### src/rtl/vending_machine_multi_pkg.sv
// Shared types and coin constants for the multi-product vending controller.
package vm_pkg;

  typedef enum logic [1:0] {
    COIN_NICKLE  = 2'b00,
    COIN_DIME    = 2'b01,
    COIN_QUARTER = 2'b10
  } coin_e;

  typedef enum logic [1:0] {
    ST_IDLE    = 2'b00,
    ST_COLLECT = 2'b01,
    ST_VEND    = 2'b10,
    ST_CHANGE  = 2'b11
  } state_e;

  localparam int unsigned NICKLE_VAL  = 5;
  localparam int unsigned DIME_VAL    = 10;
  localparam int unsigned QUARTER_VAL = 25;

endpackage

### src/rtl/vending_machine_multi_change_gen.sv
// Greedy change selection: largest coin not exceeding the remaining credit.
module vm_change_gen
  import vm_pkg::*;
#(
  parameter int CREDIT_W = 8
) (
  input  logic [CREDIT_W-1:0] i_credit,
  output coin_e               o_coin_type,
  output logic [CREDIT_W-1:0] o_coin_value
);

  // Pick the coin type and its value from the credit
  always_comb begin
    if (i_credit >= CREDIT_W'(QUARTER_VAL)) begin
      o_coin_type  = COIN_QUARTER;
      o_coin_value = CREDIT_W'(QUARTER_VAL);
    end else if (i_credit >= CREDIT_W'(DIME_VAL)) begin
      o_coin_type  = COIN_DIME;
      o_coin_value = CREDIT_W'(DIME_VAL);
    end else begin
      o_coin_type  = COIN_NICKLE;
      o_coin_value = CREDIT_W'(NICKLE_VAL);
    end
  end

endmodule

### src/rtl/vending_machine_multi.sv
// Multi-product vending controller: credit accumulation, priced vend handshake,
// cancel/refund and one-coin-per-handshake change return.
module vending_machine_multi
  import vm_pkg::*;
#(
  parameter int N_PROD   = 4,
  parameter int SEL_W    = ($clog2(N_PROD) > 1) ? $clog2(N_PROD) : 1,
  parameter int CREDIT_W = 8,
  parameter int MAX_CRED = 100,
  parameter logic [N_PROD*CREDIT_W-1:0] PRICES = {8'd25, 8'd20, 8'd15, 8'd10}
) (
  input  logic                i_clk,
  input  logic                ni_rst,
  input  logic                i_nickle,
  input  logic                i_dime,
  input  logic                i_quarter,
  input  logic                i_sel_valid,
  input  logic [SEL_W-1:0]    i_sel,
  input  logic                i_cancel,
  output logic                o_vend_valid,
  output logic [SEL_W-1:0]    o_vend_id,
  input  logic                i_vend_ready,
  output logic                o_coin_valid,
  output logic [1:0]          o_coin_type,
  input  logic                i_coin_ready,
  output logic [CREDIT_W-1:0] o_credit,
  output logic                o_coin_reject,
  output logic                o_sel_denied,
  output logic                o_busy
);

  localparam logic [CREDIT_W:0] MAX_L    = (CREDIT_W+1)'(MAX_CRED);
  localparam logic [SEL_W:0]    N_PROD_L = (SEL_W+1)'(N_PROD);

  if ((MAX_CRED % 5 != 0) || (MAX_CRED >= (2 ** CREDIT_W))) begin : g_bad_max
    $error("MAX_CRED must be a multiple of 5 and below 2**CREDIT_W");
  end

  logic [CREDIT_W-1:0] price_tbl_s [N_PROD];
  for (genvar g = 0; g < N_PROD; g++) begin : g_price
    localparam logic [CREDIT_W-1:0] PRICE_G = PRICES[g*CREDIT_W +: CREDIT_W];
    assign price_tbl_s[g] = PRICE_G;
    if ((int'(PRICE_G) == 0) || (int'(PRICE_G) % 5 != 0) || (int'(PRICE_G) > MAX_CRED)) begin : g_bad
      $error("price must be a nonzero multiple of 5 not above MAX_CRED");
    end
  end

  state_e              state_q, state_d;
  logic [CREDIT_W-1:0] credit_q, credit_d;
  logic                vend_valid_q, vend_valid_d;
  logic [SEL_W-1:0]    vend_id_q, vend_id_d;
  logic                coin_valid_q, coin_valid_d;
  coin_e               coin_type_q, coin_type_d;
  logic [CREDIT_W-1:0] coin_value_q, coin_value_d;
  logic                coin_reject_q, coin_reject_d;
  logic                sel_denied_q, sel_denied_d;
  logic                busy_q, busy_d;

  logic [2:0]          coin_vec_s;
  logic                coin_any_s;
  logic                coin_one_s;
  logic [CREDIT_W-1:0] coin_in_val_s;
  logic [CREDIT_W:0]   sum_s;
  logic                sel_ok_s;
  logic [CREDIT_W-1:0] sel_price_s;
  coin_e               gen_type_s;
  logic [CREDIT_W-1:0] gen_value_s;

  assign coin_vec_s  = {i_quarter, i_dime, i_nickle};
  assign coin_any_s  = |coin_vec_s;
  assign coin_one_s  = $onehot(coin_vec_s);
  assign sum_s       = {1'b0, credit_q} + {1'b0, coin_in_val_s};
  assign sel_ok_s    = ({1'b0, i_sel} < N_PROD_L);
  assign sel_price_s = sel_ok_s ? price_tbl_s[i_sel] : '0;

  // Value of the single inserted coin
  always_comb begin
    case (coin_vec_s)
      3'b001:  coin_in_val_s = CREDIT_W'(NICKLE_VAL);
      3'b010:  coin_in_val_s = CREDIT_W'(DIME_VAL);
      3'b100:  coin_in_val_s = CREDIT_W'(QUARTER_VAL);
      default: coin_in_val_s = '0;
    endcase
  end

  // The next change coin is derived from next-cycle credit, so it is registered
  // alongside the credit and stays consistent during a stalled handshake.
  vm_change_gen #(.CREDIT_W(CREDIT_W)) u_change_gen (
    .i_credit     (credit_d),
    .o_coin_type  (gen_type_s),
    .o_coin_value (gen_value_s)
  );

  // Next-state, credit and output decisions
  always_comb begin
    state_d       = state_q;
    credit_d      = credit_q;
    vend_valid_d  = vend_valid_q;
    vend_id_d     = vend_id_q;
    coin_valid_d  = coin_valid_q;
    coin_reject_d = 1'b0;
    sel_denied_d  = 1'b0;
    case (state_q)
      ST_IDLE, ST_COLLECT: begin
        if (i_cancel && (state_q == ST_COLLECT)) begin
          state_d       = ST_CHANGE;
          coin_valid_d  = 1'b1;
          coin_reject_d = coin_any_s;
        end else if (i_sel_valid) begin
          coin_reject_d = coin_any_s;
          if (sel_ok_s && (credit_q >= sel_price_s)) begin
            credit_d     = credit_q - sel_price_s;
            vend_id_d    = i_sel;
            vend_valid_d = 1'b1;
            state_d      = ST_VEND;
          end else begin
            sel_denied_d = 1'b1;
          end
        end else if (coin_one_s && (sum_s <= MAX_L)) begin
          credit_d = sum_s[CREDIT_W-1:0];
          state_d  = ST_COLLECT;
        end else begin
          coin_reject_d = coin_any_s;
        end
      end
      ST_VEND: begin
        coin_reject_d = coin_any_s;
        if (i_vend_ready) begin
          vend_valid_d = 1'b0;
          if (credit_q != '0) begin
            state_d      = ST_CHANGE;
            coin_valid_d = 1'b1;
          end else begin
            state_d = ST_IDLE;
          end
        end else begin
          state_d = ST_VEND;
        end
      end
      ST_CHANGE: begin
        coin_reject_d = coin_any_s;
        if (i_coin_ready) begin
          credit_d = credit_q - coin_value_q;
          if (credit_q == coin_value_q) begin
            state_d      = ST_IDLE;
            coin_valid_d = 1'b0;
          end else begin
            state_d = ST_CHANGE;
          end
        end else begin
          state_d = ST_CHANGE;
        end
      end
      default: begin
        state_d      = ST_IDLE;
        credit_d     = '0;
        vend_valid_d = 1'b0;
        coin_valid_d = 1'b0;
      end
    endcase
    coin_type_d  = coin_valid_d ? gen_type_s : COIN_NICKLE;
    coin_value_d = gen_value_s;
    busy_d       = (state_d == ST_VEND) || (state_d == ST_CHANGE);
  end

  // State, credit and registered outputs
  always_ff @(posedge i_clk or negedge ni_rst) begin
    if (!ni_rst) begin
      state_q       <= ST_IDLE;
      credit_q      <= '0;
      vend_valid_q  <= 1'b0;
      vend_id_q     <= '0;
      coin_valid_q  <= 1'b0;
      coin_type_q   <= COIN_NICKLE;
      coin_value_q  <= '0;
      coin_reject_q <= 1'b0;
      sel_denied_q  <= 1'b0;
      busy_q        <= 1'b0;
    end else begin
      state_q       <= state_d;
      credit_q      <= credit_d;
      vend_valid_q  <= vend_valid_d;
      vend_id_q     <= vend_id_d;
      coin_valid_q  <= coin_valid_d;
      coin_type_q   <= coin_type_d;
      coin_value_q  <= coin_value_d;
      coin_reject_q <= coin_reject_d;
      sel_denied_q  <= sel_denied_d;
      busy_q        <= busy_d;
    end
  end

  assign o_vend_valid  = vend_valid_q;
  assign o_vend_id     = vend_id_q;
  assign o_coin_valid  = coin_valid_q;
  assign o_coin_type   = coin_type_q;
  assign o_credit      = credit_q;
  assign o_coin_reject = coin_reject_q;
  assign o_sel_denied  = sel_denied_q;
  assign o_busy        = busy_q;

endmodule

### config.mk
export PLATFORM = sky130hd
export DESIGN_NAME = vending_machine_multi
export DESIGN_NICKNAME = d
export VERILOG_FILES = /design/src/rtl/vending_machine_multi_pkg.sv /design/src/rtl/vending_machine_multi_change_gen.sv /design/src/rtl/vending_machine_multi.sv
export SDC_FILE = /design/constraint.sdc
export NUM_CORES = 1
export LEC_CHECK = 0
export ABC_AREA = 1
export CAP_MARGIN = 25
export CORE_MARGIN = 1.5
export CORE_UTILIZATION = 55
export CTS_BUF_LIST = sky130_fd_sc_hd__clkbuf_2 sky130_fd_sc_hd__clkbuf_4 sky130_fd_sc_hd__clkbuf_8
export CTS_CLUSTER_DIAMETER = 60
export DETAILED_ROUTE_END_ITERATION = 16
export PLACE_DENSITY = 0.78
export SYNTH_ARGS = -nofsm -noshare
export SYNTH_HDL_FRONTEND = slang
export SYNTH_HIERARCHICAL = 1
export SYNTH_SLANG_ARGS = --single-unit
### constraint.sdc
create_clock -name i_clk -period 3.66 [get_ports i_clk]
set_input_delay 0.732 -clock i_clk [delete_from_list [all_inputs] [get_ports i_clk]]
set_output_delay 0.732 -clock i_clk [all_outputs]
set_load 0.1 [all_outputs]
Word level (Yosys, flattened, before mapping)
Index checks and enable logic that the tools add are counted.
- output and inout port bits: 17
- register bits: 27
- input port bits: 11
- word-level logic and storage cells: 90
- equal/unequal tests: 14
- mux-type cells: 43
- $lt $le $gt $ge: 5
- reductions and logical operators: 11
- bitwise operators: 2
- add/sub/neg operators: 5
- operators by type and width (operator ; number):
    2-to-1 mux 8 bit ; 8
    2-to-1 mux 2 bit ; 10
    2-to-1 mux 1 bit ; 17
    binary-select mux 8 bit (select 2 bit) ; 1
    one-hot mux 8 bit (2 select lines) ; 1
    subtractor 8 bit ; 2
    one-hot mux 5 bit (3 select lines) ; 1
    adder 8 x 8 -> 9 bit ; 1
    <= comparator 9 x 7 -> 1 bit (second input constant) ; 1
    equality test 2 bit (second input constant) ; 4
    equality test 8 bit ; 1
    >= comparator 8 x 4 -> 1 bit (second input constant) ; 1
    >= comparator 8 x 5 -> 1 bit (second input constant) ; 1
    >= comparator 8 bit ; 1
    inequality test 2 bit (second input constant) ; 4
    nonzero test 8 bit ; 1
    one-hot mux 2 bit (3 select lines) ; 1
    AND reduction 5 bit ; 1
    equality test 2 x 1 -> 1 bit (second input constant) ; 2
    2-to-1 mux 4 bit ; 1
    one-hot mux 1 bit (2 select lines) ; 2
    AND reduction 4 bit ; 1
    OR reduction 2 bit ; 2
    equality test 3 x 1 -> 1 bit (second input constant) ; 1
    other kinds (13) ; 14

Longest topological paths before layout
Gate-level depths: netlist (run 1).
- word-level depth: 13
- depth in mapped cells: 26

By module
Netlist (run 1), hierarchy kept.
- modules (own cells, without submodules) (module ; seq. area each (sq um) ; cells an instance ; instances ; area each (sq um)):
    vending_machine_multi ; 650.6 ; 348 ; 1 ; 2479.9
    vm_change_gen ; 0.0 ; 31 ; 1 ; 152.6

Worst setup path after synthesis (run 1)
Ideal clock, no wire load.
- path type: reg2reg
- start point: register credit_q[1] (netlist: o_credit[1])
- end point: register coin_type_q[0] (netlist: o_coin_type[0])
- path buffers: 0
- data arrival time: 3.227 ns
- path slack: 0.361 ns
- cell stages (with the launch flop): 22
- clock period less this slack: 3.299 ns
- setup time: 0.072 ns
- cell sequence: dfrtp_1 > inv_1 > fa_1 > inv_1 > nand3_1 > nand2_1 > nand2_1 > nand2_1 > nand3_2 > nand3_4 > nand2_4 > nand2_1 > nand3_1 > nand2_1 > nand2_1 > nor2_2 > nand2_1 > nand2_2 > nand2_2 > nor2_2 > inv_1 > nor2_1
- word-level cells in the longest chain between the ends: 11
- elaborated cells between the ends (all ways): 24
- classes of those cells: add/sub (3); order compare (4); eq/ne (1); mux (14); reduce/logical (2)
- ends and longest elaborated chain (what ; line ; RTL):
    from (decl) ; vending_machine_multi.sv:49 ; logic [CREDIT_W-1:0] credit_q, credit_d;
    from (signal assigned) ; vending_machine_multi.sv:181 ; credit_q <= credit_d;
    adder 8 x 8 -> 9 bit ; vending_machine_multi.sv:72 ; assign sum_s = {1'b0, credit_q} + {1'b0, coin_in_val_s};
    <= comparator 9 x 7 -> 1 bit ; vending_machine_multi.sv:119 ; end else if (coin_one_s && (sum_s <= MAX_L)) begin
    logical AND 1 bit ; vending_machine_multi.sv:119 ;
    2-to-1 mux 8 bit ; vending_machine_multi.sv:119 ;
    2-to-1 mux 8 bit ; vending_machine_multi.sv:109 ; end else if (i_sel_valid) begin
    2-to-1 mux 8 bit ; vending_machine_multi.sv:105 ; if (i_cancel && (state_q == ST_COLLECT)) begin
    one-hot mux 8 bit (2 select lines) (*) ; vending_machine_multi.sv:103 ; case (state_q)
    net credit_d[2] ; vending_machine_multi.sv:49 ;
    >= comparator 8 x 4 -> 1 bit ; vending_machine_multi_change_gen.sv:17 ; end else if (i_credit >= CREDIT_W'(DIME_VAL)) begin
    2-to-1 mux 1 bit ; vending_machine_multi_change_gen.sv:17 ;
    2-to-1 mux 2 bit (*) ; vending_machine_multi_change_gen.sv:14 ; if (i_credit >= CREDIT_W'(QUARTER_VAL)) begin
    net gen_type_s[0] ; vending_machine_multi.sv:66 ; coin_e gen_type_s;
    2-to-1 mux 2 bit (*) ; vending_machine_multi.sv:161 ; coin_type_d = coin_valid_d ? gen_type_s : COIN_NICKLE;
    net coin_type_d[0] ; vending_machine_multi.sv:53 ; coin_e coin_type_q, coin_type_d;
    to (signal assigned) ; vending_machine_multi.sv:185 ; coin_type_q <= coin_type_d;
    to (decl) ; vending_machine_multi.sv:53 ;
The timed path passes the listed nets; every way through them passes the cells marked *.
A chain may end at the register's enable or synchronous reset.

Worst setup path in the final report (run 1)
- start point: input port i_sel[0]
- end point: register coin_type_q[0] (netlist: o_coin_type[0])
- word-level cells in the longest chain between the ends: 13
- elaborated cells between the ends (all ways): 15
- classes of those cells: add/sub (1); order compare (3); mux (10); bitwise (1)
- ends and longest elaborated chain (what ; line ; RTL):
    from (decl) ; vending_machine_multi.sv:18 ; input logic [SEL_W-1:0] i_sel,
    inverter 2 -> 3 bit (implied by the code) (*) ; vending_machine_multi.sv:74 ; assign sel_price_s = sel_ok_s ? price_tbl_s[i_sel] : '0;
    binary-select mux 8 bit (select 2 bit) (*) ; vending_machine_multi.sv:74 ;
    2-to-1 mux 8 bit (implied by the code) (*) (2 in a row) ; vending_machine_multi.sv:74 ;
    subtractor 8 bit / >= comparator 8 bit (equally long branches) ; vending_machine_multi.sv:112, vending_machine_multi.sv:111 ;
    2-to-1 mux 8 bit (*) ; vending_machine_multi.sv:111 ; if (sel_ok_s && (credit_q >= sel_price_s)) begin
    2-to-1 mux 8 bit (*) ; vending_machine_multi.sv:109 ;
    2-to-1 mux 8 bit (*) ; vending_machine_multi.sv:105 ;
    one-hot mux 8 bit (2 select lines) (*) ; vending_machine_multi.sv:103 ;
    net credit_d[7] ; vending_machine_multi.sv:49 ;
    >= comparator 8 x 4 -> 1 bit ; vending_machine_multi_change_gen.sv:17 ;
    2-to-1 mux 1 bit ; vending_machine_multi_change_gen.sv:17 ;
    2-to-1 mux 2 bit (*) ; vending_machine_multi_change_gen.sv:14 ;
    net gen_type_s[0] ; vending_machine_multi.sv:66 ;
    2-to-1 mux 2 bit (*) ; vending_machine_multi.sv:161 ;
    net coin_type_d[0] ; vending_machine_multi.sv:53 ;
The timed path passes the listed nets; every way through them passes the cells marked *. The select of a mux whose other input is x is not followed.

==> qor.yml, run 1 <==
floorplanning:
  floorplan.core_area_mm2: 0.004474
  ios: 28
  die-height_um: 72.19
  initial_core_util_pct: 58.84
  design.die.area_mm2: 0.005211
  row_count: 24
  die_width_um: 72.19
timing:
  finalHoldViolations: 0
  worst_slew_pin_tran_ns: 0.9764
  final.setup_skew_ns: 0.002695
  slew_headroom_pct: 34.70
  finalSetupViolCount: 0
  maxSlewViolCount: 0
  layout_worst_path_cycle_share_pct: 92.73
  min_period_ns: 3.394
  timing.fmax_mhz: 294.6
clock_network:
  htree_levels: 1
  cts_root_buffer: "clkbuf_8"
  clk_transition_reported_paths_ns: 0.09
  cts_sink_count: 26
  cts_tree: "done"
  clock_path_buffers: 2
  holdBufCountCts: 0
  insertion_delay_of_the_later_clocked_pin_in_the_worst_skew_pair_ns: 0.28
  numCtsBuffers: 3
routing:
  drt_iter0_markers: 189
  route.detailed.vias_per_inst: 5.439
  dr_total_vias: 2589
  remaining_design_rule_violation_count: 0
  detail-route-antenna-nets: 0
  detail_route.first_pass.iterations: 5
  routed_wire_length_per_instance_um: 14.18
  wirelength_mm: 6.748
run:
  max_capacitance_violation_count: 0
worst_setup_path:
  crit_slowest_cell: "clkdlybuf4s50_1"
  critPathMaxStageDelay_ns: 0.49
  timing.critical_path.mode_cell: "nand2_1"
  worst_path_cell_trace: "clkdlybuf4s50_1 > inv_1 > ha_1 > ha_1 > nand2_1 > o21ai_1 > nand4_1 > nand3_1 > nand2_1 > nand3_1 > nand2_1 > nand3_1 > nand3_2 > inv_1 > nand2_1 > nor2_2 > nand2_2 > nor2_2 > inv_1 > nor2_1"
  cp_max_fo: 4
  critPathCaptureType: "flop"
  timing.setup.critical_path_class: "input port to flop"
  cp-start-kind: "input port"
  timing.critical_path.arrival_ns: 3.61
  worst_ep_required_time_ns: 3.88
logic_synthesis:
  synth_area_per_cell_um2: 6.946
  syn_inst: 379
  post_synth_instance_area_mm2: 0.002633
  ys_async_sr_fraction_pct: 100.0
  synthesized_flop_and_latch_total: 26
  synth-edff-count: 0
  synth_top_flop_cell: "dfrtp_1"
  yosysWarnings: 6
  synth.yosys.seq_area_share_pct: 24.71
  synth.lib_cells_used.distinct: 45
run_status:
  run_status: "complete, no violations"
finish:
  final_common_cell: "nand2_1"
  synthToLayoutAreaGrowth_pct: 20.68
  layout-drive-gt1-share_pct: 18.40
  final_cell_count_no_fill: 476
  antenna_cells_inserted: 0
  finish.net_count: 458
  final_cell_mix: "nand2_1 (90), inv_1 (60), nor2_1 (28)"
global_route:
  first_global_vias: 2398
  antenna_found_initial: 0
  globalRouteOverflowTotal: 0
  largest_net_degree_at_the_start_of_global_routing: 27
  first_pass_grt_wire_length_mm: 10.98
  grt_util_all_layers_pct: 26.95
placed_design:
  dp.cells: 469
  detailedPlacementHpwl_mm: 5.102
  globalplace.congestion: 0.9751
  numPortBuffers: 27
min_path:
  worst_hold_path_type: "flop to flop"
-- stage by stage --
stage | cell area, um2 | setup WS (ns) | setup TNS [ns] | hold slack (ns) | util, %
after floorplan | 2640 | 0.3612 | 0 | 0.4364 | -
after global placement | 3029 | -0.06216 | -0.06216 | 0.4584 | 67.70
after detailed placement | 3029 | -0.1952 | -0.5266 | 0.4614 | 67.70
after CTS | 3100 | 0.08238 | 0 | 0.4852 | 69.30
after global routing | 3177 | -0.02450 | -0.02450 | 0.5276 | 71.00
final | 3177 | 0.2660 | 0 | 0.4833 | 71.00
-- cell families (layout without fill, tap and decap cells) --
| logic type | Yosys count | after routing | synth area share (%) |
|---|---|---|---|
| AOI/OAI and AO/OA | 53 | 53 | 12.12 |
| xor gates and xnor gates | 8 | 8 | 2.662 |
| adders and majority gates | 22 | 22 | 11.60 |
| buffers and inverters | 76 | 119 | 12.21 |
| DFF | 26 | 26 | 24.71 |
| other | 1 | 3 | 0.1424 |
| and+or+nand+nor | 193 | 193 | 36.55 |
-- worst max-delay path: cells and delay by family --
family          cells  cell delay [ns]
fa+ha+maj           2             0.64
buf+inv             4             0.68
simple gates       13             1.28
compound gates      1             0.26
-- layer usage --
layer / up-vias / wire length, um / share of wire (%) / global-route usage, %
li1: 1302 / - / - / -
met1: 1177 / 2891 / 43 / 36.25
met2: 98 / 3284 / 49 / 45.88
met3: 12 / 456 / 6.8 / 2.778
met4: 0 / 114 / 1.7 / 8.386
met5: - / 0 / 0 / 0
-- flip-flops by register name, summed over array words and instances, names as in the netlist --
signal         flops
o_busy             1
o_credit           8
o_coin_valid       1
o_coin_type        2
state_q            1
o_vend_id          2
o_coin_reject      1
o_vend_valid       1
o_sel_denied       1
coin_value_q       8
-- final cells by class --
class | instances | area [um2]
repair buffers | 47 | 415.4
well taps | 52 | 65.06
fillers | 386 | 1297
inverters | 68 | 260.3
clock inverters | 1 | 30.03
multi-input cells | 279 | 1714
clock buffers | 3 | 41.29
flip-flops and latches | 26 | 650.6
-- repair_timing --
action | in CTS | in global routing
setup endpoints to repair | 0 | 7
resized for setup | 0 | 17
setup buffers | 0 | 3
-- cell usage after synthesis (all sizes together), types with 3 or more instances --
| library cell | n | area [um2] |
|---|---|---|
| ha | 18 | 225.2 |
| buf | 8 | 61.30 |
| nor2 | 36 | 168.9 |
| dfrtp | 26 | 650.6 |
| clkinv | 3 | 16.27 |
| or2 | 3 | 21.27 |
| nand4 | 10 | 77.57 |
| a211oi | 3 | 22.52 |
| nand2 | 104 | 440.4 |
| inv | 65 | 244.0 |
| o21ai | 21 | 108.9 |
| xnor2 | 3 | 26.28 |
| nor3 | 3 | 15.01 |
| a21oi | 19 | 102.6 |
| xor2 | 5 | 43.79 |
| nand3 | 32 | 205.2 |
| fa | 4 | 80.08 |
-- final timing paths --
kind                              start  cells after the start               to  slack (ns)
max                            i_sel[0]                     20   o_coin_type[0]        0.27
max reg2reg                 o_credit[0]                     19   o_coin_type[0]        0.74
min reg2reg                o_vend_valid                      2     o_vend_valid        0.48
min in group asynchronous        ni_rst                      2  coin_value_q[4]        0.83
max in group asynchronous        ni_rst                      2      o_credit[2]        2.58
min                        o_vend_valid                      2     o_vend_valid        0.48
Power of run 1 is not shown: default switching activity piles up to over one toggle a cycle in this logic, so the estimate is an artifact.
==> inputs of run 2 (changes only) <==
--- a/config.mk
+++ b/config.mk
@@ -13,6 +13,7 @@
 export CTS_CLUSTER_DIAMETER = 60
 export DETAILED_ROUTE_END_ITERATION = 16
 export PLACE_DENSITY = 0.78
+export SLEW_MARGIN = 20
 export SYNTH_ARGS = -nofsm -noshare
 export SYNTH_HDL_FRONTEND = slang
 export SYNTH_HIERARCHICAL = 1
==> results of run 2 <==
No change in the layout: final DEF, timing and power equal those of run 1.
Power of run 2 is left out for the same reason.
